## src/rtl/sc_init_pkg.sv

```systemverilog
// Shared types for the front-end power-up configuration sequencer:
// FSM state encoding and the address/data pair held in the init table.
package sc_init_pkg;

  localparam int ADDR_W = 8;
  localparam int DATA_W = 16;

  typedef enum logic [2:0] {
    IDLE,
    SETTLE,
    ISSUE,
    WAIT_ACK,
    GAP,
    DONE,
    FAULT
  } seq_state_t;

  typedef struct packed {
    logic [ADDR_W-1:0] addr;
    logic [DATA_W-1:0] data;
  } init_cmd_t;

endpackage

```

## src/rtl/init_cmd_rom.sv

```systemverilog
// Combinational lookup of the front-end register init table.
// Indices past the populated entries read back as all-zero.
module init_cmd_rom
  import sc_init_pkg::*;
(
  input  logic [7:0] idx,
  output init_cmd_t  cmd
);

  // Order matters: the soft reset goes first, the enable goes last.
  always_comb begin
    cmd = '0;
    case (idx)
      8'd0:    cmd = '{addr: 8'h01, data: 16'h8001};
      8'd1:    cmd = '{addr: 8'h02, data: 16'h0040};
      8'd2:    cmd = '{addr: 8'h10, data: 16'h1234};
      8'd3:    cmd = '{addr: 8'h11, data: 16'h00FF};
      8'd4:    cmd = '{addr: 8'h20, data: 16'h0003};
      8'd5:    cmd = '{addr: 8'h21, data: 16'hA5A5};
      8'd6:    cmd = '{addr: 8'h30, data: 16'h0001};
      8'd7:    cmd = '{addr: 8'h3F, data: 16'h0100};
      default: cmd = '0;
    endcase
  end

endmodule

```

## src/rtl/init_sequencer.sv

```systemverilog
// Power-up configuration sequencer: settles after reset, then walks the init
// table over a valid/ready command port with per-write ack, timeout and retry.
module init_sequencer
  import sc_init_pkg::*;
#(
  parameter int CLK_PER_MS  = 54000,
  parameter int SETTLE_MS   = 10,
  parameter int N_CMDS      = 8,
  parameter int GAP_CYC     = 16,
  parameter int ACK_TIMEOUT = 1024,
  parameter int MAX_RETRY   = 2
) (
  input  logic              clk,
  input  logic              rst,
  output logic              cmd_valid,
  input  logic              cmd_ready,
  output logic [ADDR_W-1:0] cmd_addr,
  output logic [DATA_W-1:0] cmd_data,
  input  logic              ack,
  input  logic              ack_err,
  output logic              busy,
  output logic              done,
  output logic              fault,
  output logic [7:0]        fault_idx,
  output logic [7:0]        retry_total
);

  localparam int SETTLE_CYC = SETTLE_MS * CLK_PER_MS;
  localparam int SET_W      = $clog2(SETTLE_CYC + 1);
  localparam int TMR_MAX    = (ACK_TIMEOUT > GAP_CYC) ? ACK_TIMEOUT : GAP_CYC;
  localparam int TMR_W      = $clog2(TMR_MAX + 1);

  localparam logic [SET_W-1:0] SETTLE_LAST = SET_W'(SETTLE_CYC - 1);
  localparam logic [TMR_W-1:0] ACK_LAST    = TMR_W'(ACK_TIMEOUT - 1);
  localparam logic [TMR_W-1:0] GAP_LAST    = TMR_W'(GAP_CYC - 1);
  localparam logic [7:0]       LAST_IDX    = 8'(N_CMDS - 1);
  localparam logic [7:0]       RETRY_MAX   = 8'(MAX_RETRY);

  seq_state_t       state, state_n;
  logic [SET_W-1:0] settle_cnt, settle_n;
  logic [TMR_W-1:0] timer, timer_n;
  logic [7:0]       idx, idx_n;
  logic [7:0]       retry_cnt, retry_n;
  logic [7:0]       retry_total_n, fault_idx_n;
  logic             advance, advance_n;
  init_cmd_t        rom_cmd;

  // Looked up with the next index so addr/data register in step with cmd_valid.
  init_cmd_rom u_rom (
    .idx (idx_n),
    .cmd (rom_cmd)
  );

  always_comb begin
    state_n       = state;
    settle_n      = settle_cnt;
    timer_n       = timer;
    idx_n         = idx;
    retry_n       = retry_cnt;
    advance_n     = advance;
    retry_total_n = retry_total;
    fault_idx_n   = fault_idx;

    unique case (state)
      IDLE: begin
        state_n  = SETTLE;
        settle_n = '0;
      end
      SETTLE: begin
        if (settle_cnt == SETTLE_LAST) state_n = ISSUE;
        else                           settle_n = settle_cnt + 1'b1;
      end
      ISSUE: begin
        if (cmd_valid && cmd_ready) begin
          state_n = WAIT_ACK;
          timer_n = '0;
        end
      end
      WAIT_ACK: begin
        if (ack && !ack_err) begin
          state_n   = GAP;
          timer_n   = '0;
          retry_n   = '0;
          advance_n = 1'b1;
        end else if (ack || timer == ACK_LAST) begin
          if (retry_cnt < RETRY_MAX) begin
            state_n       = GAP;
            timer_n       = '0;
            retry_n       = retry_cnt + 8'd1;
            advance_n     = 1'b0;
            retry_total_n = (retry_total == 8'hFF) ? retry_total : retry_total + 8'd1;
          end else begin
            state_n     = FAULT;
            fault_idx_n = idx;
          end
        end else begin
          timer_n = timer + 1'b1;
        end
      end
      GAP: begin
        if (timer == GAP_LAST) begin
          if (!advance)             state_n = ISSUE;
          else if (idx == LAST_IDX) state_n = DONE;
          else begin
            state_n = ISSUE;
            idx_n   = idx + 8'd1;
          end
        end else begin
          timer_n = timer + 1'b1;
        end
      end
      DONE:    state_n = DONE;
      FAULT:   state_n = FAULT;
      default: state_n = IDLE;
    endcase
  end

  // Outputs are registered from the next state so they line up with it.
  always_ff @(posedge clk) begin
    if (rst) begin
      state       <= IDLE;
      settle_cnt  <= '0;
      timer       <= '0;
      idx         <= '0;
      retry_cnt   <= '0;
      advance     <= 1'b0;
      cmd_valid   <= 1'b0;
      cmd_addr    <= '0;
      cmd_data    <= '0;
      busy        <= 1'b0;
      done        <= 1'b0;
      fault       <= 1'b0;
      fault_idx   <= '0;
      retry_total <= '0;
    end else begin
      state       <= state_n;
      settle_cnt  <= settle_n;
      timer       <= timer_n;
      idx         <= idx_n;
      retry_cnt   <= retry_n;
      advance     <= advance_n;
      cmd_valid   <= (state_n == ISSUE);
      cmd_addr    <= rom_cmd.addr;
      cmd_data    <= rom_cmd.data;
      busy        <= (state_n == SETTLE) || (state_n == ISSUE) ||
                     (state_n == WAIT_ACK) || (state_n == GAP);
      done        <= (state_n == DONE);
      fault       <= (state_n == FAULT);
      fault_idx   <= fault_idx_n;
      retry_total <= retry_total_n;
    end
  end

endmodule

```

## config.mk

```make
export PLATFORM = sky130hd
export DESIGN_NAME = init_sequencer
export DESIGN_NICKNAME = d
export VERILOG_FILES = /design/src/rtl/sc_init_pkg.sv /design/src/rtl/init_cmd_rom.sv /design/src/rtl/init_sequencer.sv
export SDC_FILE = /design/constraint.sdc
export NUM_CORES = 1
export LEC_CHECK = 0
export BUFFER_PORTS_ARGS = -buffer_cell sky130_fd_sc_hd__buf_2
export CORE_MARGIN = 2
export CORE_UTILIZATION = 50
export DETAILED_ROUTE_END_ITERATION = 7
export MAX_ROUTING_LAYER = met4
export PLACE_DENSITY_LB_ADDON = 0.1
export SETUP_SLACK_MARGIN = 0.1
export SLEW_MARGIN = 20
export SYNTH_ARGS = -nofsm -noshare
export SYNTH_HDL_FRONTEND = slang
export SYNTH_SLANG_ARGS = --single-unit
```

## constraint.sdc

```tcl
create_clock -name clk -period 4.5 [get_ports clk]
set_input_delay 0.9 -clock clk [delete_from_list [all_inputs] [get_ports clk]]
set_output_delay 0.9 -clock clk [all_outputs]
set_load 0.05 [all_outputs]
```

# [After elaboration in Yosys (flattened, before gate mapping)]
# Memories as Yosys holds them, arrays and structs flattened. A register that Yosys moved wholly into a read port is not among the register bits.
# Cells that the tools add are included.
[totals] regBits=95 mem_bits_ro=160 out_inout_bits=44 wordCells=92 mem_count=1
[classes] n_addsub=5 magnitude_cmp=1 n_eq_ne=21 muxes=27 bitwise_logic=4 reduce_logical=19
[memory_table] name="(no name shown)" depth=8 width=20 read_ports=1 rd_clocked_by_memory_dff=1 write_ports=0 line="init_cmd_rom.sv:13" rtl="case (idx)"
[op_table] operator="$mux W8" count=7
[op_table] operator="$mux W11" count=5
[op_table] operator="$pmux W20 S2" count=1
[op_table] operator="$pmux W11 S3" count=1
[op_table] operator="$add A8 B1 Y8 const B" count=3
[op_table] operator="$mux W3" count=7
[op_table] operator="$pmux W3 S7" count=1
[op_table] operator="$add A20 B1 Y20 const B" count=1
[op_table] operator="$eq A20 B20 Y1 const B" count=1
[op_table] operator="$mux W20" count=1
[op_table] operator="$eq A3 B3 Y1 const B" count=6
[op_table] operator="$eq A3 B2 Y1 const B" count=4
[op_table] operator="$add A11 B1 Y11 const B" count=1
[op_table] operator="$eq A11 B10 Y1 const B" count=1
[op_table] operator="$eq A11 B4 Y1 const B" count=1
[op_table] operator="$eq A8 B3 Y1 const B" count=1
[op_table] operator="$eq A8 B8 Y1 const B" count=1
[op_table] operator="$lt A8 B2 Y1 const B" count=1
[op_table] operator="$reduce_and A4 Y1" count=2
[op_table] operator="$eq A3 B1 Y1 const B" count=2
[op_table] operator="$ne A2 B2 Y1 const B" count=3
[op_table] operator="$reduce_bool A2 Y1" count=3
[op_table] operator="$logic_not A5 Y1" count=1
[op_table] operator="$reduce_and A5 Y1" count=1
[op_table] operator="12 further kinds" count=21

# [Depth between registers and ports, before layout]
# Gate-level depths: netlist (run 1).
[depth] depth_word=9 ltp_mapped=13 ltp_nobuf=11

# [Cells and area by module]
# From an unflattened synthesis (run 1), not the netlist that was laid out.
[hier_totals] cells_unflattened=502 hier_area_um2=4690.7
[by_module_without_submodules] module="init_sequencer" instances=1 cells_per_inst=453 area_per_inst_um2=4271.6 seq_area_each_um2=1901.8
[by_module_without_submodules] module="init_cmd_rom" instances=1 cells_per_inst=49 area_per_inst_um2=419.2 seq_area_each_um2=0.0

# [Worst setup path before layout (run 1)]
# Ideal clock, no wire load.
[synth_path] path_kind="register to register" start="register idx[1]" end="register cmd_addr[0]" arrival_time_ps=2922 slack_ps=1478 stages_incl_launch_ff=14 n_path_buf=2 synth_period_minus_slack_ps=3022 path_cell_list="dfxtp_1 ha_1 buf_2 nand2_1 or4_1 buf_2 nand3_1 a21boi_0 inv_1 ha_1 nand3b_1 o21ai_0 a22o_1 a2111oi_4"
[synth_between] elab_cells_between_ends=9 classes_between="1 x add/sub; 1 x eq/ne; 4 x mux; 1 x bitwise; 2 x reduce/logical"
[synth_lines] element="start, declared" line="init_sequencer.sv:42" rtl="logic [7:0] idx, idx_n;"
[synth_lines] element="start signal, assigned" line="init_sequencer.sv:139" rtl="idx <= idx_n;"
[synth_lines] element="$add A8 B1 Y8 / $eq A8 B3 Y1 (equally long branches)" line="init_sequencer.sv:106, init_sequencer.sv:103"
[synth_lines] element="$mux W8" line="init_sequencer.sv:103" rtl="else if (idx == LAST_IDX) state_n = DONE;"
[synth_lines] element="$mux W8" line="init_sequencer.sv:102" rtl="if (!advance) state_n = ISSUE;"
[synth_lines] element="$mux W8" line="init_sequencer.sv:101" rtl="if (timer == GAP_LAST) begin"
[synth_lines] element="$mux W8 *" line="init_sequencer.sv:64" rtl="unique case (state)"
[synth_lines] element="via idx_n[1]" line="init_sequencer.sv:42"
[synth_lines] element="end signal, assigned" line="init_sequencer.sv:143" rtl="cmd_addr <= rom_cmd.addr;"
[synth_lines] element="end, declared" line="init_sequencer.sv:17" rtl="output logic [ADDR_W-1:0] cmd_addr,"
# The timed path passes the listed nets; every way through them passes the cells marked *.
# A chain may end at the register's enable or synchronous reset.

# [Worst setup path in the final report (run 1)]
[layout_path] start="register idx[0]" end="register cmd_addr[0]"
[layout_between] elab_cells_between_ends=9 classes_between="1 x add/sub; 1 x eq/ne; 4 x mux; 1 x bitwise; 2 x reduce/logical"
[layout_lines] element="$add A8 B1 Y8 / $eq A8 B3 Y1 (equally long branches)" line="init_sequencer.sv:106, init_sequencer.sv:103"
[layout_lines] element="$mux W8 *" line="init_sequencer.sv:103"
[layout_lines] element="$mux W8 *" line="init_sequencer.sv:102"
[layout_lines] element="$mux W8 *" line="init_sequencer.sv:101"
[layout_lines] element="$mux W8 *" line="init_sequencer.sv:64"
[layout_lines] element="via idx_n[1]" line="init_sequencer.sv:42"
# Marks and branches as above.

==> flow_metrics.tcl, run 1 <==
set metrics [dict create \
    die_h_um 94.0 \
    final_antenna_net_count 0 \
    slew_headroom 0.417 \
    cp.required_ns 4.76 \
    path_max_fanout 12 \
    hold_viol 0 \
    skew_ns 0.0113 \
    drt_pass1_iterations 4 \
    synth.area.top_cells "dfxtp_1, nor2_1, xor2_1" \
    dp_hpwl_um 5800 \
    ys_types 59 \
    synth_edf_count 0 \
    power_density_mw_per_mm2 295 \
    critPathTopFamily "simple AND/OR/NAND/NOR gates" \
    wl_per_cell_um 13.5 \
    start_util 0.519 \
    tns_ns 0 \
    cts_root_buffer "clkbuf_8" \
    wl_um 8150 \
    clkTransAtPathRegs_ns 0.09 \
    leakagePower_nw 1.78 \
    cp.depth 11 \
    holdCritPathClass "flop to flop" \
    gr-total-overflow 0 \
    multi_input_area_mm2 0.00213 \
    crit_buf_inv 1 \
    ys_seq_elements 87 \
    max_stage_delay_ns 0.66 \
    fin_crit_sh 0.840 \
    hold_depth 2 \
    synth_warnings 0 \
    swShare 0.240 \
    hold_ws_ns 0.500 \
    seqPwrFrac 0.591 \
    drc 0 \
    grt_pass1_vias 3033 \
    fmax_ghz 0.265 \
    combPwrFrac 0.033 \
    io_buffers 44 \
    cts.sink_count 87 \
    cts_tree "done" \
    dp_slack_ns 0.776 \
    area_delta_synth_final_pct 9.97 \
    yosysTopAreaCell "dfxtp_1" \
    synth_area_per_cell_um2 8.66 \
    status "finished clean" \
    synth_commonest_cells "dfxtp_1, nor2_1, nand2_1" \
    r2r_cells 11 \
    rsz0062_at_grt "false" \
    end_kind "flop" \
    cts_made_buffers 9 \
    ir_drop_mv 0.236 \
    htree_num_levels 3 \
    crit_chain "ha_1 -> nand2_1 -> or4_1 -> nand3_1 -> a21boi_0 -> inv_1 -> ha_1 -> nand3b_1 -> o21ai_0 -> a22o_1 -> a2111oi_4" \
    grtUsageMet1 0.257 \
    fin_nets 511 \
    path_class "flop to flop" \
    avgViaCountPerCell 5.47 \
    synth.most_common_cell "dfxtp_1" \
    crit_top_cell "ha_1" \
    antenna_found_initial 0 \
    clkLatencyLatePin_ns 0.35 \
    fin_ws_ns 0.722 \
    grt.met3_usage 0.0409 \
    synthCells 468 \
    cts_resized 0 \
    drive_above_1_share 0.151 \
    grtUsageTotal 0.202 \
    syn_area_mm2 0.00405 \
    grt_max_degree 46 \
    synthArstFlopShare 0 \
    postCtsSetupRepairBufs 0 \
    filler_cell_count 772 \
    num_antenna_cells 0 \
    synth_top_area_share 0.430 \
    grt-busiest-layer "met2" \
    die_width_um 94.0 \
    p_int_uw 999 \
    cap_violations 0 \
    clockBufferDepth 2 \
    routed-via-count 3301 \
    ys.flop_type "dfxtp_1" \
    p_switching_uw 315 \
    rows 32 \
    worst_slew_pin_slew_ns 0.868 \
    cts_hold_buf 0 \
    place.gp.congestion 0.863 \
    grt_pass1_wl_um 13900 \
    critPathLaunchType "flop" \
    pwr-share-clk 0.376 \
    gr-usage-met2 0.317 \
    io_pins 49 \
    final-setup-viol-count 0 \
    seq_area_mm2 0.00174 \
    cp.arrival_ns 4.04 \
    core_mm2 0.00781 \
    yosysSeqAreaShare 0.430 \
    slew_viol_final 0 \
    finalCriticalPeriod_ns 3.78 \
    dr.first_iter.drc_count 131 \
    crit_slowest_cell "or4_1" \
    dieArea_mm2 0.00884 \
]
==> flip-flops by register name (all words and copies together) (netlist names), 3 cells and up <==
name,cells
cmd_addr,5
cmd_data,11
fault_idx,8
idx,8
retry_cnt,8
retry_total,8
settle_cnt,20
state,3
timer,11
==> metrics by stage <==
| step | power, mW | util | cell area (um2) | std cells |
|---|---|---|---|---|
| 2_1_floorplan | 0.831 | - | 4070 | 471 |
| 3_3_place_gp | 0.837 | 0.547 | 4270 | 588 |
| 3_5_place_dp | 0.838 | 0.547 | 4270 | 588 |
| 4_1_cts | 1.33 | 0.571 | 4460 | 604 |
| 5_1_grt | 1.37 | 0.571 | 4460 | 604 |
| 6_report | 1.31 | 0.571 | 4460 | 604 |
==> path summary, 6_finish.rpt <==
check	startpoint	end	slack (ns)
max	idx[0]	cmd_addr[0]	0.72
min	fault_idx[4]	fault_idx[4]	0.50
max reg2reg	idx[0]	cmd_addr[0]	0.72
min reg2reg	fault_idx[4]	fault_idx[4]	0.50
==> layer usage <==
layer,routed length [um],vias up,share of wire
li1,-,1682,-
met1,3950,1543,0.48
met2,3760,63,0.46
met3,268,13,0.033
met4,170,0,0.021
met5,0,-,0
==> worst min-delay path: cells and delay by family (launching register included) <==
family,cells,cell delay [ns]
flip-flops,1,0.33
AND/OR/NAND/NOR,1,0.07
multiplexers,1,0.07
==> final cells by class <==
class                           instances  share of cell area
Clock buffer                           10              0.0309
Clock inverter                          6              0.0104
Inverter                               10             0.00842
Multi-Input combinational cell        343               0.478
Sequential cell                        87               0.391
Tap cell                              102              0.0286
Timing Repair Buffer                   46              0.0528
==> cells in the final DEF (no fill, tap or decap), types with 7 or more instances in the layout <==
master    instances
dfxtp_1          87
nor2_1           70
buf_2            44
nand2_1          33
a21oi_1          23
nand3_1          20
xor2_1           19
nor3_1           17
xnor2_1          15
nand4_1          12
mux2i_1          12
inv_1            10
o21ai_0          10
clkbuf_8         10
or3_1             9
ha_1              9
and2_1            8
nor4_1            7
==> power by group through the flow <==
stage | Combinational, mW | Sequential [mW] | Clock [mW]
2_1_floorplan | 0.0319 | 0.799 | 0
3_3_place_gp | 0.0430 | 0.794 | 0
3_5_place_dp | 0.0437 | 0.794 | 0
4_1_cts | 0.0439 | 0.776 | 0.512
5_1_grt | 0.0479 | 0.777 | 0.541
6_report | 0.0436 | 0.776 | 0.494
==> kinds of logic after synthesis <==
logic type / after synthesis / synth area share
compound gates: 67 / 0.112
xor+xnor: 34 / 0.0735
fa+ha+maj: 9 / 0.0278
buf+inv: 41 / 0.0481
flops: 87 / 0.430
mux: 13 / 0.0324
other cells: 1 / 0.000925
simple gates: 216 / 0.276
No activity file was read; power rests on OpenSTA's default activity.
==> inputs of run 2 (changes only) <==
--- a/config.mk
+++ b/config.mk
@@ -5,6 +5,7 @@
 export SDC_FILE = /design/constraint.sdc
 export NUM_CORES = 1
 export LEC_CHECK = 0
+export ABC_AREA = 1
 export BUFFER_PORTS_ARGS = -buffer_cell sky130_fd_sc_hd__buf_2
 export CORE_MARGIN = 2
 export CORE_UTILIZATION = 50
==> constraint.sdc (replaced) <==
create_clock -name clk -period 3.9 [get_ports clk]
set_input_delay 0.78 -clock clk [delete_from_list [all_inputs] [get_ports clk]]
set_output_delay 0.78 -clock clk [all_outputs]
set_load 0.05 [all_outputs]
==> run 2 against run 1 <==
Net effect:
- die area rose by 8.4%
- largest cell class unchanged
- clock power rose by 19%
- wire length up 17%
- clock-buffer cell count shrank 1
- fmax increased by 44%
- critical path type unchanged
- sequential power rose by 15%
- global-route usage rose by 0.59 points
- synthesized cell count up 32%
- critical endpoint is now cmd_data[0]
- first-iteration DRC count is 40% higher
- register-to-register slack better by 0.56 ns
==> flow_metrics.tcl, run 2 <==
set metrics [dict create \
    status "finished clean" \
    num_antenna_cells 0 \
    path_class "flop to flop" \
    start_util 0.511 \
    max_stage_delay_ns 0.51 \
    ys_seq_elements 87 \
    fin_nets 671 \
    hold_viol 0 \
    cts.sink_count 87 \
    dp_hpwl_um 6960 \
    postPlaceCellArea_mm2 0.00466 \
    wl_um 9530 \
    final_antenna_net_count 0 \
    muxShareOfSynthArea 0 \
    synthArstFlopShare 0 \
    drt_pass1_iterations 4 \
    wl_per_cell_um 12.4 \
    largest_reg_flops 20 \
    critPathTopFamily "simple AND/OR/NAND/NOR gates" \
    cts_hold_buf 0 \
    worstSetupStartpoint "state[2]" \
    holdCritPathClass "flop to flop" \
    fmax_ghz 0.382 \
    synth_top_family_by_area "simple AND/OR/NAND/NOR gates" \
    synth_area_per_cell_um2 7.14 \
    synth_compound_area_frac 0.112 \
    synth.area.top_cells "dfxtp_1, nand2_1, nor2_1" \
    postCtsSetupRepairBufs 0 \
    place.gp.congestion 0.922 \
    skew_ns 0.00814 \
    worst_slew_pin_slew_ns 0.624 \
    cts_made_buffers 9 \
    cts_resized 0 \
    leakagePower_nw 2.06 \
    rows 34 \
    io_pins 49 \
    final_common_cell "nand2_1" \
    area_delta_synth_final_pct 9.65 \
    cp.arrival_ns 2.90 \
    path_max_fanout 14 \
    finalCriticalPeriod_ns 2.62 \
    clkLatencyLatePin_ns 0.36 \
    top_regs "settle_cnt (20), cmd_data (11), timer (11)" \
    dieArea_mm2 0.00959 \
    synthCells 618 \
    grt_max_degree 31 \
    final_cell_area_mm2 0.00484 \
    core_mm2 0.00864 \
    gr-total-overflow 0 \
    synth_warnings 0 \
    synth_commonest_cells "nand2_1, dfxtp_1, nor2_1" \
    die_h_um 97.9 \
    drc 0 \
    reg2reg_from "state[2]" \
    yosys.area_share.xor_xnor 0.0374 \
    die_width_um 97.9 \
    final-setup-viol-count 0 \
    rsz0062_at_grt "false" \
    hold_ws_ns 0.445 \
    cap_violations 0 \
    critPathLaunchType "flop" \
    tns_ns 0 \
    routed-via-count 3990 \
    synth.most_common_cell "nand2_1" \
    ys.flop_type "dfxtp_1" \
    drive_above_1_share 0.145 \
    crit_buf_inv 1 \
    mostFrequentLayoutCells "nand2_1, dfxtp_1, nor2_1, inv_1, a21oi_1" \
    synth_top_area_share 0.395 \
    grt_pass1_wl_um 16200 \
    yosysTopAreaCell "dfxtp_1" \
    cts_tree "done" \
    crit_slowest_cell "nor2_2" \
    grt_pass1_vias 3762 \
    end_kind "flop" \
    io_buffers 44 \
    antenna_found_initial 0 \
    htree_num_levels 3 \
    ir_drop_mv 0.168 \
    cp.required_ns 4.19 \
    ff2ff_setup_slack_ns 1.28 \
    clockBufferDepth 2 \
    avgViaCountPerCell 5.18 \
    synth_edf_count 0 \
    grtUsageTotal 0.208 \
    syn_area_mm2 0.00441 \
    slew_headroom 0.584 \
    slew_viol_final 0 \
    dr.first_iter.drc_count 183 \
    synthAdderAreaFrac 0.0255 \
    worstHoldStart "retry_cnt[3]" \
    clkTransAtPathRegs_ns 0.09 \
    largest_register "settle_cnt" \
    synth-simple-area-share 0.339 \
    filler_cell_count 897 \
    fin_crit_sh 0.671 \
    ys_types 44 \
    crit_chain "inv_2 -> nor2_2 -> nand4_2 -> nor2_1 -> xor2_2 -> ha_1 -> or2_1 -> a21oi_1" \
    yosysSeqAreaShare 0.395 \
    cts_root_buffer "clkbuf_8" \
    power_density_mw_per_mm2 320 \
]
## run 2: changes by cell type after synthesis, sizes merged, moves of 12 or more
cell   before  now
mux2i      12    0
inv        10   72
a21oi      23   52
xnor2      15    2
nand2      33  124
nor2       70   99
o21ai      10   27
nand3      20   34
nor3       17   34
## run 2: layout make-up
type                       count  area [um2]  share of cell area
sequential                    87        1740               0.360
inverter                      72         273              0.0564
tap                          108         135              0.0279
clock inverter                 7        53.8              0.0111
timing repair buffer          45         228              0.0471
clock buffer                   9         124              0.0256
multi-input combinational    442        2280               0.472
## run 2: path summary, 6_finish.rpt
kind / endpoint / cells past startpoint
setup / recovery: cmd_data[0] / 8
hold / removal: retry_cnt[3] / 2
setup reg to reg: cmd_data[0] / 8
hold reg to reg: retry_cnt[3] / 2
## run 2: through the flow
| stage | power (mW) | setup WS, ns | util | std cells |
|---|---|---|---|---|
| after floorplan | 0.972 | 1.82 | - | 621 |
| after CTS | 1.56 | 1.33 | 0.560 | 770 |
| after detailed placement | 0.983 | 1.36 | 0.539 | 754 |
| final | 1.55 | 1.28 | 0.560 | 770 |
| after global routing | 1.61 | 1.13 | 0.560 | 770 |
| after global placement | 0.982 | 1.51 | 0.539 | 754 |
## run 2: cells by family (layout without fill, tap and decap cells)
logic type,after synthesis,count (layout)
AOI/OAI and AO/OA,91,91
xor gates and xnor gates,18,18
adders and majority gates,9,9
buffers and inverters,92,133
DFF,87,87
other,1,4
and+or+nand+nor,320,320
## run 2: metal layers
metal | wire (um) | track usage
met1 | 4540 | 0.244
met5 | 0 | -
met4 | 88 | 0.0716
met2 | 4620 | 0.356
met3 | 290 | 0.0408
## run 2: worst reg2reg max path: cells and delay by family, from the launching register on
kind	cells	cell delay [ns]
XOR/XNOR	1	0.33
AO/OA/AOI/OAI	1	0.14
adder cells (fa/ha/maj)	1	0.30
AND/OR/NAND/NOR	4	1.25
flip-flops	1	0.44
buffers and inverters	1	0.09
## run 2: where the power goes
part	internal [mW]	switching, mW	total, mW
Sequential	0.892	0.00347	0.896
Clock	0.238	0.348	0.586
Combinational	0.0120	0.0542	0.0662
